File: src/rtl/flash_reader_if.sv
// flash_reader_if: read request/stream and SB_SPI register-port signals of the flash reader.
interface flash_reader_if;
  logic        start;
  logic [23:0] faddr;
  logic [7:0]  len;
  logic        busy;
  logic        valid;
  logic [7:0]  data;
  logic        ready;
  logic        en;
  logic        wr;
  logic [3:0]  sel;
  logic [7:0]  wdata;
  logic        ack;
  logic [7:0]  rdata;
  modport master (input start, faddr, len, ready, ack, rdata,
                  output busy, valid, data, en, wr, sel, wdata);
  modport slave  (output start, faddr, len, ready, ack, rdata,
                  input busy, valid, data, en, wr, sel, wdata);
endinterface

File: src/rtl/flash_reader.sv
// flash_reader: configures SB_SPI after reset, then performs flash READs onto a valid/ready stream.
// Define FLASH_FAST_READ_EN for FAST READ (0x0B plus one dummy byte) instead of READ (0x03).
module flash_reader #(
  parameter int CLK_FREQ  = 48_000_000,
  parameter int SCLK_FREQ = 3_000_000
) (
  input logic           clk,
  input logic           rst_n,
  flash_reader_if.master bus
);
  localparam logic [3:0] SPICR1  = 4'h9;
  localparam logic [3:0] SPICR2  = 4'hA;
  localparam logic [3:0] SPIBR   = 4'hB;
  localparam logic [3:0] SPISR   = 4'hC;
  localparam logic [3:0] SPITXDR = 4'hD;
  localparam logic [3:0] SPIRXDR = 4'hE;
  localparam logic [3:0] SPICSR  = 4'hF;
  localparam logic [5:0] BR = 6'(CLK_FREQ / (2 * SCLK_FREQ) - 1);
`ifdef FLASH_FAST_READ_EN
  localparam logic [7:0] CMD = 8'h0B;
  localparam logic [2:0] HDR = 3'd5;
`else
  localparam logic [7:0] CMD = 8'h03;
  localparam logic [2:0] HDR = 3'd4;
`endif
  typedef enum logic [3:0] {INIT, IDLE, CS_ON, POLL_T, TX, POLL_R, RX, OUT, CS_OFF} state_t;
  state_t      state;
  logic [1:0]  step;
  logic [2:0]  hidx;
  logic [7:0]  cnt;
  logic [23:0] addr;
  logic        a_wr;
  logic [3:0]  a_sel;
  logic [7:0]  a_wdata, init_data, tx_data;
  // Access descriptor for the current state; latched onto the bus when en rises
  always_comb begin
    init_data = step == 2'd0 ? 8'h00 : step == 2'd1 ? 8'h80 : step == 2'd2 ? {2'b00, BR} : 8'hC0;
    tx_data   = hidx == 3'd0 ? CMD : hidx == 3'd1 ? addr[23:16] : hidx == 3'd2 ? addr[15:8] :
                hidx == 3'd3 ? addr[7:0] : 8'h00;
    a_wr      = state inside {INIT, CS_ON, TX, CS_OFF};
    a_sel     = state == INIT ? (step == 2'd0 ? SPICSR : step == 2'd1 ? SPICR1 : step == 2'd2 ? SPIBR : SPICR2) :
                state inside {POLL_T, POLL_R} ? SPISR : state == TX ? SPITXDR : state == RX ? SPIRXDR : SPICSR;
    a_wdata   = state == INIT ? init_data : state == TX ? tx_data : state == CS_ON ? 8'h01 : 8'h00;
  end
  always_ff @(posedge clk or negedge rst_n) begin
    if (!rst_n) begin
      state     <= INIT;
      step      <= 2'd0;
      hidx      <= 3'd0;
      cnt       <= 8'd0;
      addr      <= 24'd0;
      bus.busy  <= 1'b1;
      bus.valid <= 1'b0;
      bus.data  <= 8'd0;
      bus.en    <= 1'b0;
      bus.wr    <= 1'b0;
      bus.sel   <= 4'd0;
      bus.wdata <= 8'd0;
    end else if (state == IDLE) begin
      if (bus.start) begin
        addr     <= bus.faddr;
        cnt      <= bus.len;
        hidx     <= 3'd0;
        bus.busy <= 1'b1;
        state    <= CS_ON;
      end
    end else if (state == OUT) begin
      if (bus.ready) begin
        bus.valid <= 1'b0;
        state     <= cnt == 8'd0 ? CS_OFF : POLL_T;
        cnt       <= cnt == 8'd0 ? cnt : cnt - 8'd1;
      end
    end else if (!bus.en) begin
      bus.en    <= 1'b1;
      bus.wr    <= a_wr;
      bus.sel   <= a_sel;
      bus.wdata <= a_wdata;
    end else if (bus.ack) begin
      bus.en <= 1'b0;
      case (state)
        INIT: begin
          step <= step + 2'd1;
          if (step == 2'd3) begin
            state    <= IDLE;
            bus.busy <= 1'b0;
          end
        end
        CS_ON:  state <= POLL_T;
        POLL_T: if (bus.rdata[4]) state <= TX;
        TX:     state <= POLL_R;
        POLL_R: if (bus.rdata[3]) state <= RX;
        RX: begin
          if (hidx == HDR) begin
            bus.data  <= bus.rdata;
            bus.valid <= 1'b1;
            state     <= OUT;
          end else begin
            hidx  <= hidx + 3'd1;
            state <= POLL_T;
          end
        end
        CS_OFF: begin
          state    <= IDLE;
          bus.busy <= 1'b0;
        end
        default: state <= IDLE;
      endcase
    end
  end
endmodule

File: src/flat_wrapper.sv
// flat-port wrapper written by rule: the top's interface ports become plain ports
module flash_reader_flat 
#(
  parameter int CLK_FREQ  = 48_000_000,
  parameter int SCLK_FREQ = 3_000_000
)
  (clk, rst_n, bus_start, bus_faddr, bus_len, bus_ready, bus_ack, bus_rdata, bus_busy, bus_valid, bus_data, bus_en, bus_wr, bus_sel, bus_wdata);
  flash_reader_if bus_i ();
  input logic clk;
  input logic rst_n;
  input wire logic [$bits(bus_i.start)-1:0] bus_start;
  input wire logic [$bits(bus_i.faddr)-1:0] bus_faddr;
  input wire logic [$bits(bus_i.len)-1:0] bus_len;
  input wire logic [$bits(bus_i.ready)-1:0] bus_ready;
  input wire logic [$bits(bus_i.ack)-1:0] bus_ack;
  input wire logic [$bits(bus_i.rdata)-1:0] bus_rdata;
  output wire logic [$bits(bus_i.busy)-1:0] bus_busy;
  output wire logic [$bits(bus_i.valid)-1:0] bus_valid;
  output wire logic [$bits(bus_i.data)-1:0] bus_data;
  output wire logic [$bits(bus_i.en)-1:0] bus_en;
  output wire logic [$bits(bus_i.wr)-1:0] bus_wr;
  output wire logic [$bits(bus_i.sel)-1:0] bus_sel;
  output wire logic [$bits(bus_i.wdata)-1:0] bus_wdata;
  assign bus_i.start = bus_start;
  assign bus_i.faddr = bus_faddr;
  assign bus_i.len = bus_len;
  assign bus_i.ready = bus_ready;
  assign bus_i.ack = bus_ack;
  assign bus_i.rdata = bus_rdata;
  assign bus_busy = bus_i.busy;
  assign bus_valid = bus_i.valid;
  assign bus_data = bus_i.data;
  assign bus_en = bus_i.en;
  assign bus_wr = bus_i.wr;
  assign bus_sel = bus_i.sel;
  assign bus_wdata = bus_i.wdata;
  flash_reader #(.CLK_FREQ(CLK_FREQ), .SCLK_FREQ(SCLK_FREQ)) u_core (.clk(clk), .rst_n(rst_n), .bus(bus_i));
endmodule
File: config.mk
export PLATFORM = sky130hd
export DESIGN_NAME = flash_reader_flat
export DESIGN_NICKNAME = d
export VERILOG_FILES = /design/src/rtl/flash_reader_if.sv /design/src/rtl/flash_reader.sv /design/src/flat_wrapper.sv
export SDC_FILE = /design/constraint.sdc
export NUM_CORES = 1
export LEC_CHECK = 0
export ABC_AREA = 1
export CAP_MARGIN = 20
export CORE_UTILIZATION = 40
export CTS_BUF_LIST = sky130_fd_sc_hd__clkbuf_16
export CTS_CLUSTER_DIAMETER = 60
export DETAILED_ROUTE_END_ITERATION = 7
export PLACE_DENSITY = 0.74
export REMOVE_ABC_BUFFERS = 1
export SYNTH_ARGS = -nofsm -noshare
export SYNTH_HDL_FRONTEND = slang
export SYNTH_SLANG_ARGS = --single-unit
File: constraint.sdc
create_clock -name clk -period 2.6 [get_ports clk]
set_input_delay 0.39 -clock clk [delete_from_list [all_inputs] [get_ports clk]]
set_output_delay 0.39 -clock clk [all_outputs]
set_load 0.05 [all_outputs]
==> results of run 1 <==
## layer usage
metal | wire [um] | vias to the layer above
met5 | 0 | -
met2 | 3890 | 90
met1 | 3760 | 1393
li1 | - | 1500
met4 | 107 | 0
met3 | 471 | 10
## layout make-up
class	count	area (um2)	area share, %
timing repair buffer	69	696	15.1
clock buffer	9	225	4.88
tap	105	131	2.85
multi-input combinational	303	1650	35.8
inverter	45	169	3.66
clock inverter	7	111	2.41
sequential	65	1630	35.3
## logic make-up after synthesis
family	after synthesis	share of synthesized area (%)
AND/OR/NAND/NOR	224	28.3
flip-flops	65	46.2
buffers and inverters	55	6.83
AO/OA/AOI/OAI	51	8.18
multiplexers	14	5.55
adder cells (fa/ha/maj)	13	4.62
XOR/XNOR	1	0.249
## worst register-to-register path, delay by kind of cell, from the launching register on
kind          cells  cell delay [ns]
simple gates      7             1.31
flops             1             0.45
buf+inv           1             0.09
## cells in the final DEF, fill, tap and decap left out, drive strengths merged
cell type / count
o22ai: 3
clkbuf: 9
xor2: 1
dfrtp: 64
o211ai: 2
inv: 47
clkdlybuf4s50: 67
nor2: 47
buf: 2
nand2: 125
nand3b: 2
clkinv: 2
nand3: 45
a21boi: 5
a31oi: 1
ha: 13
or2: 2
nor3: 1
mux2: 14
nand4: 2
a21oi: 16
bufinv: 3
o21a: 1
o21ai: 23
dfstp: 1
## registers in the layout (all words and copies together) (netlist names)
signal / flops
u_core.state: 4
u_core.bus.wr: 1
u_core.bus.busy: 1
u_core.bus.valid: 1
u_core.hidx: 3
u_core.bus.en: 1
u_core.bus.data: 8
u_core.bus.wdata: 8
u_core.addr: 24
u_core.bus.sel: 4
u_core.step: 2
u_core.cnt: 8
## where the power goes
group          leakage [nW]  internal, W  switching [W]  total, W
Clock                 0.172     0.000928       0.000431   0.00136
Combinational          1.31     0.000950        0.00166   0.00261
Sequential            0.789      0.00143       0.000274   0.00170
Total                  2.27      0.00330        0.00237   0.00567
## through the flow
step                      util, %  power, W
after floorplan                 -   0.00356
after global placement       51.0   0.00423
after detailed placement     51.0   0.00432
after CTS                    55.0   0.00571
after global routing         55.0   0.00610
final                        55.0   0.00567
## how the worst max path moves through the flow
stage | startpoint | end | slack, ns
floorplan | u_core.state[2]$_DFFE_PN0P_ | u_core.state[0]$_DFFE_PN0P_ | 0.95
global placement | bus_start | u_core.cnt[7]$_DFFE_PN0P_ | 0.67
detailed placement | bus_start | u_core.cnt[7]$_DFFE_PN0P_ | 0.65
CTS | u_core.bus.busy$_DFFE_PN1P_ | bus_busy | 0.52
global route | u_core.state[2]$_DFFE_PN0P_ | u_core.state[0]$_DFFE_PN0P_ | 0.46
finish | u_core.bus.busy$_DFFE_PN1P_ | bus_busy | 0.53
==> impl_metrics.json, run 1 <==
{
  "critical_path_class": "reg2out",
  "port_buffers": 68,
  "initial_core_util_pct": 42.0,
  "arrival_ns": 1.68,
  "path_clk_slew_ns": 0.06,
  "wire_per_inst_um": 13.6,
  "dr.pass1.iters": 4,
  "crit_family": "buffers and inverters",
  "max_freq_ghz": 0.484,
  "critPathSlowestCell": "clkdlybuf4s50_1",
  "dieArea_um2": 9180,
  "place_ws_ns": 0.649,
  "grt-busiest-layer": "met2",
  "synthCells": 423,
  "synth_commonest_cells": "nand2_1, dfrtp_1, nand3_1, inv_1, nor2_1",
  "hp-class": "in2async",
  "power.leakage_nw": 2.27,
  "cp_data_required_time_ns": 2.21,
  "maxCapViolCount": 0,
  "ys.flop_type": "dfrtp_1",
  "die_h_um": 95.8,
  "critPathMaxFanout": 2,
  "ys_ff_latch": 65,
  "yosys_warnings": 0,
  "p_per_area_nw_per_um2": 1230,
  "dpl.hpwl_mm": 5.87,
  "ant_nets": 0,
  "use_met3_pct": 5.61,
  "start_kind": "flip-flop",
  "worstRegToRegCells": 8,
  "antenna_found_initial": 0,
  "rows": 33,
  "seq_area_frac_synth_pct": 46.2,
  "fp.dieW_um": 95.8,
  "synth_edf_count": 0,
  "max_stage_delay_ns": 0.81,
  "nFillCells": 762,
  "finalHoldViolations": 0,
  "h-tree-depth": 3,
  "yosys.area.top_type_share_pct": 45.5,
  "synth_cell_types": 35,
  "skew_ns": 0.00472,
  "grt_max_degree": 43,
  "crit_buf_inv": 1,
  "tns_ns": 0,
  "drc": 0,
  "slew_headroom_pct": 53.4,
  "io_pins": 69,
  "cp.depth": 1,
  "postSynthAreaPerCell_um2": 8.32,
  "r2r_end": "u_core.state[0]$_DFFE_PN0P_",
  "detailed_place.area_um2": 4280,
  "finalCriticalPeriod_ns": 2.07,
  "setup_viol": 0,
  "slew_violations": 0,
  "stdcell_area_um2": 4610,
  "whs_ns": 0.104,
  "rsz0062_at_grt": "false",
  "numClockSinks": 65,
  "drtIter0Drc": 105,
  "crit_chain": "clkdlybuf4s50_1",
  "clockBufferDepth": 2,
  "fin_crit_sh_pct": 79.5,
  "yosysMostFrequentCell": "nand2_1",
  "insertion_delay_ns": 0.33,
  "rr_startpoint": "u_core.state[2]$_DFFE_PN0P_",
  "dr_total_vias": 2993,
  "wl_mm": 8.23,
  "finalWorstSetupSlack_ns": 0.534,
  "grt_overflow_total": 0,
  "synthArstFlopShare_pct": 100,
  "cts_tree": "built",
  "r2r_setup_slack_ns": 0.65,
  "grtUsageTotal_pct": 19.8,
  "placed_cells": 587,
  "synth.area.top_cells": "dfrtp_1, nand2_1, nand3_1",
  "grt_pass1_vias": 2944,
  "core-area_um2": 8380,
  "setup.worst_path.end_class": "output port",
  "cts_buffers": 9,
  "gp_congestion": 0.838,
  "antenna_cells": 0,
  "cts.repair.resized": 0,
  "grt_pass1_wl_mm": 13.8,
  "area_delta_synth_final_pct": 31.0,
  "met2_usage_pct": 32.6,
  "vias_per_cell": 4.96,
  "synth_top_cell_by_area": "dfrtp_1",
  "hold_buffers": 0,
  "layout-drive-gt1-share_pct": 9.84,
  "use_met1_pct": 25.3,
  "synth_area_um2": 3520,
  "peakVddDrop_mv": 0.660,
  "status": "complete, no violations",
  "nNetsFinal": 551,
  "root_buffer": "clkbuf_16",
  "worstMarginPinSlew_ns": 0.698,
  "stdcell_count": 603,
  "post-cts-setup-buffers": 0
}
(Power assumes the default switching activity.)
==> run 2, diff against run 1 <==
--- a/config.mk
+++ b/config.mk
@@ -11,7 +11,7 @@
 export CTS_BUF_LIST = sky130_fd_sc_hd__clkbuf_16
 export CTS_CLUSTER_DIAMETER = 60
 export DETAILED_ROUTE_END_ITERATION = 7
-export PLACE_DENSITY = 0.74
+export PLACE_DENSITY = 0.77
 export REMOVE_ABC_BUFFERS = 1
 export SYNTH_ARGS = -nofsm -noshare
 export SYNTH_HDL_FRONTEND = slang
==> constraint.sdc (replaced) <==
create_clock -name clk -period 1.8 [get_ports clk]
set_input_delay 0.27 -clock clk [delete_from_list [all_inputs] [get_ports clk]]
set_output_delay 0.27 -clock clk [all_outputs]
set_load 0.05 [all_outputs]
==> run 2 against run 1 <==
Sequential cell count did not move. Critical endpoint is now bus_data[7]. Highest routed layer unchanged. Register-to-register slack got worse by 0.50 ns. Global-route usage fell by 0.45 points. Critical path depth did not move. Sequential power rose by 44%. Worst setup slack got worse by 0.50 ns. Sequential share of layout area barely moved. Worst hold slack improved by 0.36 ns. Wire length rose by 1.3%.
==> impl_metrics.json, run 2 (synthesized netlist as in run 1, its figures left out) <==
{
  "fin_crit_sh_pct": 98.4,
  "root_buffer": "clkbuf_16",
  "crit_buf_inv": 1,
  "cts_buffers": 9,
  "port_buffers": 68,
  "top_register": "u_core.addr",
  "grt_overflow_total": 0,
  "setup.worst_path.end_class": "output port",
  "die_h_um": 95.8,
  "core-area_um2": 8380,
  "drtIter0Drc": 117,
  "area_delta_synth_final_pct": 31.1,
  "vias_per_cell": 4.96,
  "drc": 0,
  "grt_max_degree": 37,
  "hp-class": "in2async",
  "grt_pass1_vias": 2929,
  "clockBufferDepth": 2,
  "layout-drive-gt1-share_pct": 13.0,
  "final_cell_mix": "nand2_1, dfrtp_1, clkdlybuf4s50_1",
  "finalHoldViolations": 0,
  "dieArea_um2": 9180,
  "nNetsFinal": 559,
  "slew_headroom_pct": 63.8,
  "setup_viol": 0,
  "io_pins": 69,
  "netSwitchingFraction_pct": 43.1,
  "critPathSlowestCell": "clkdlybuf4s50_1",
  "maxCapViolCount": 0,
  "crit_chain": "clkdlybuf4s50_1",
  "grt_pass1_wl_mm": 13.5,
  "fp.dieW_um": 95.8,
  "slew_violations": 0,
  "ant_nets": 0,
  "status": "complete, no violations",
  "rsz0062_at_grt": "false",
  "initial_core_util_pct": 42.0,
  "critPathMaxFanout": 2,
  "power.leakage_nw": 2.32,
  "insertion_delay_ns": 0.32,
  "p_per_area_nw_per_um2": 1720,
  "peakVddDrop_mv": 0.622,
  "skew_ns": 0.00744,
  "combPwrFrac_pct": 48.7,
  "place_ws_ns": 0.109,
  "finalWorstSetupSlack_ns": 0.0289,
  "internal_power_w": 0.00453,
  "finalCriticalPeriod_ns": 1.77,
  "p_sw_w": 0.00343,
  "p_clk_share_pct": 20.6,
  "dr_total_vias": 3031,
  "antenna_found_initial": 0,
  "wire_per_inst_um": 13.6,
  "max_stage_delay_ns": 0.81,
  "arrival_ns": 1.50,
  "antenna_cells": 0,
  "wl_mm": 8.33,
  "final_common_cell": "nand2_1",
  "largest_reg_flops": 24,
  "tns_ns": 0,
  "worstMarginPinSlew_ns": 0.544,
  "cp_data_required_time_ns": 1.53,
  "nFillCells": 746,
  "h-tree-depth": 3,
  "start_kind": "flip-flop",
  "gp_congestion": 0.878,
  "crit_family": "buffers and inverters",
  "dr.pass1.iters": 4,
  "dpl.hpwl_mm": 6.12,
  "grtUsageTotal_pct": 19.3,
  "numClockSinks": 65,
  "max_freq_ghz": 0.565,
  "cts_tree": "built",
  "path_clk_slew_ns": 0.05,
  "seqPwrFrac_pct": 30.6,
  "rows": 33,
  "critical_path_class": "reg2out"
}
run 2: cell types whose count changed in the layout (fill, tap and decap cells not counted), moves of 2 or more:
cell	change
buf_4	+17
bufinv_16	-2
clkdlybuf4s50_1	-12
clkinv_1	+3
run 2: power by group through the flow:
stage / logic (W) / registers (W) / clock network (W)
2_1_floorplan: 0.00224 / 0.00290 / 0
3_3_place_gp: 0.00373 / 0.00245 / 0
3_5_place_dp: 0.00381 / 0.00246 / 0
4_1_cts: 0.00383 / 0.00244 / 0.00167
5_1_grt: 0.00432 / 0.00252 / 0.00173
6_report: 0.00388 / 0.00244 / 0.00164
run 2: final cells by class:
type	instances	area (um2)	share of cell area [%]
clock buffers	9	225	4.88
clock inverters	7	53.8	1.17
inverters	45	169	3.66
multi-input cells	303	1660	36.0
flip-flops and latches	65	1630	35.3
well taps	105	131	2.85
repair buffers	77	746	16.2
run 2: final timing paths:
check                                               startpoint                               to  slack (ns)  depth (start not counted)
worst max-delay path            u_core.bus.data[7]$_DFFE_PN0P_                      bus_data[7]        0.03                          1
worst min-delay path                                     rst_n       u_core.addr[4]$_DFFE_PN0P_        0.46                          2
worst max register to register     u_core.state[3]$_DFFE_PN0P_  u_core.bus.wdata[2]$_DFFE_PN0P_        0.15                          8
worst min register to register  u_core.bus.data[0]$_DFFE_PN0P_   u_core.bus.data[0]$_DFFE_PN0P_        0.47                          2
max in group asynchronous                                rst_n      u_core.bus.busy$_DFFE_PN1P_        0.73                          3
min in group clk                u_core.bus.data[0]$_DFFE_PN0P_   u_core.bus.data[0]$_DFFE_PN0P_        0.47                          2
run 2: layer usage:
layer	track usage, %	vias up	routed length (um)
met5	0	-	0
met4	4.85	0	94
met3	5.21	9	479
met2	33.1	88	4020
met1	24.2	1420	3740
li1	-	1514	-
run 2: per-stage QoR:
stage	hold WS [ns]	util (%)	power (W)	instances	instance area, um2
global route	0.496	55.1	0.00857	611	4610
CTS	0.474	54.6	0.00795	608	4580
global placement	0.282	51.2	0.00618	591	4290
detailed placement	0.286	51.2	0.00627	591	4290
finish	0.462	55.1	0.00795	611	4610
floorplan	-0.0256	-	0.00515	413	3450
run 2: timing repair:
item,CTS,global route
endpoints found under the setup margin,0,13
gates resized for setup,0,4
buffers inserted,0,3
hold buffers,1,0
endpoints found under the hold margin,22,0
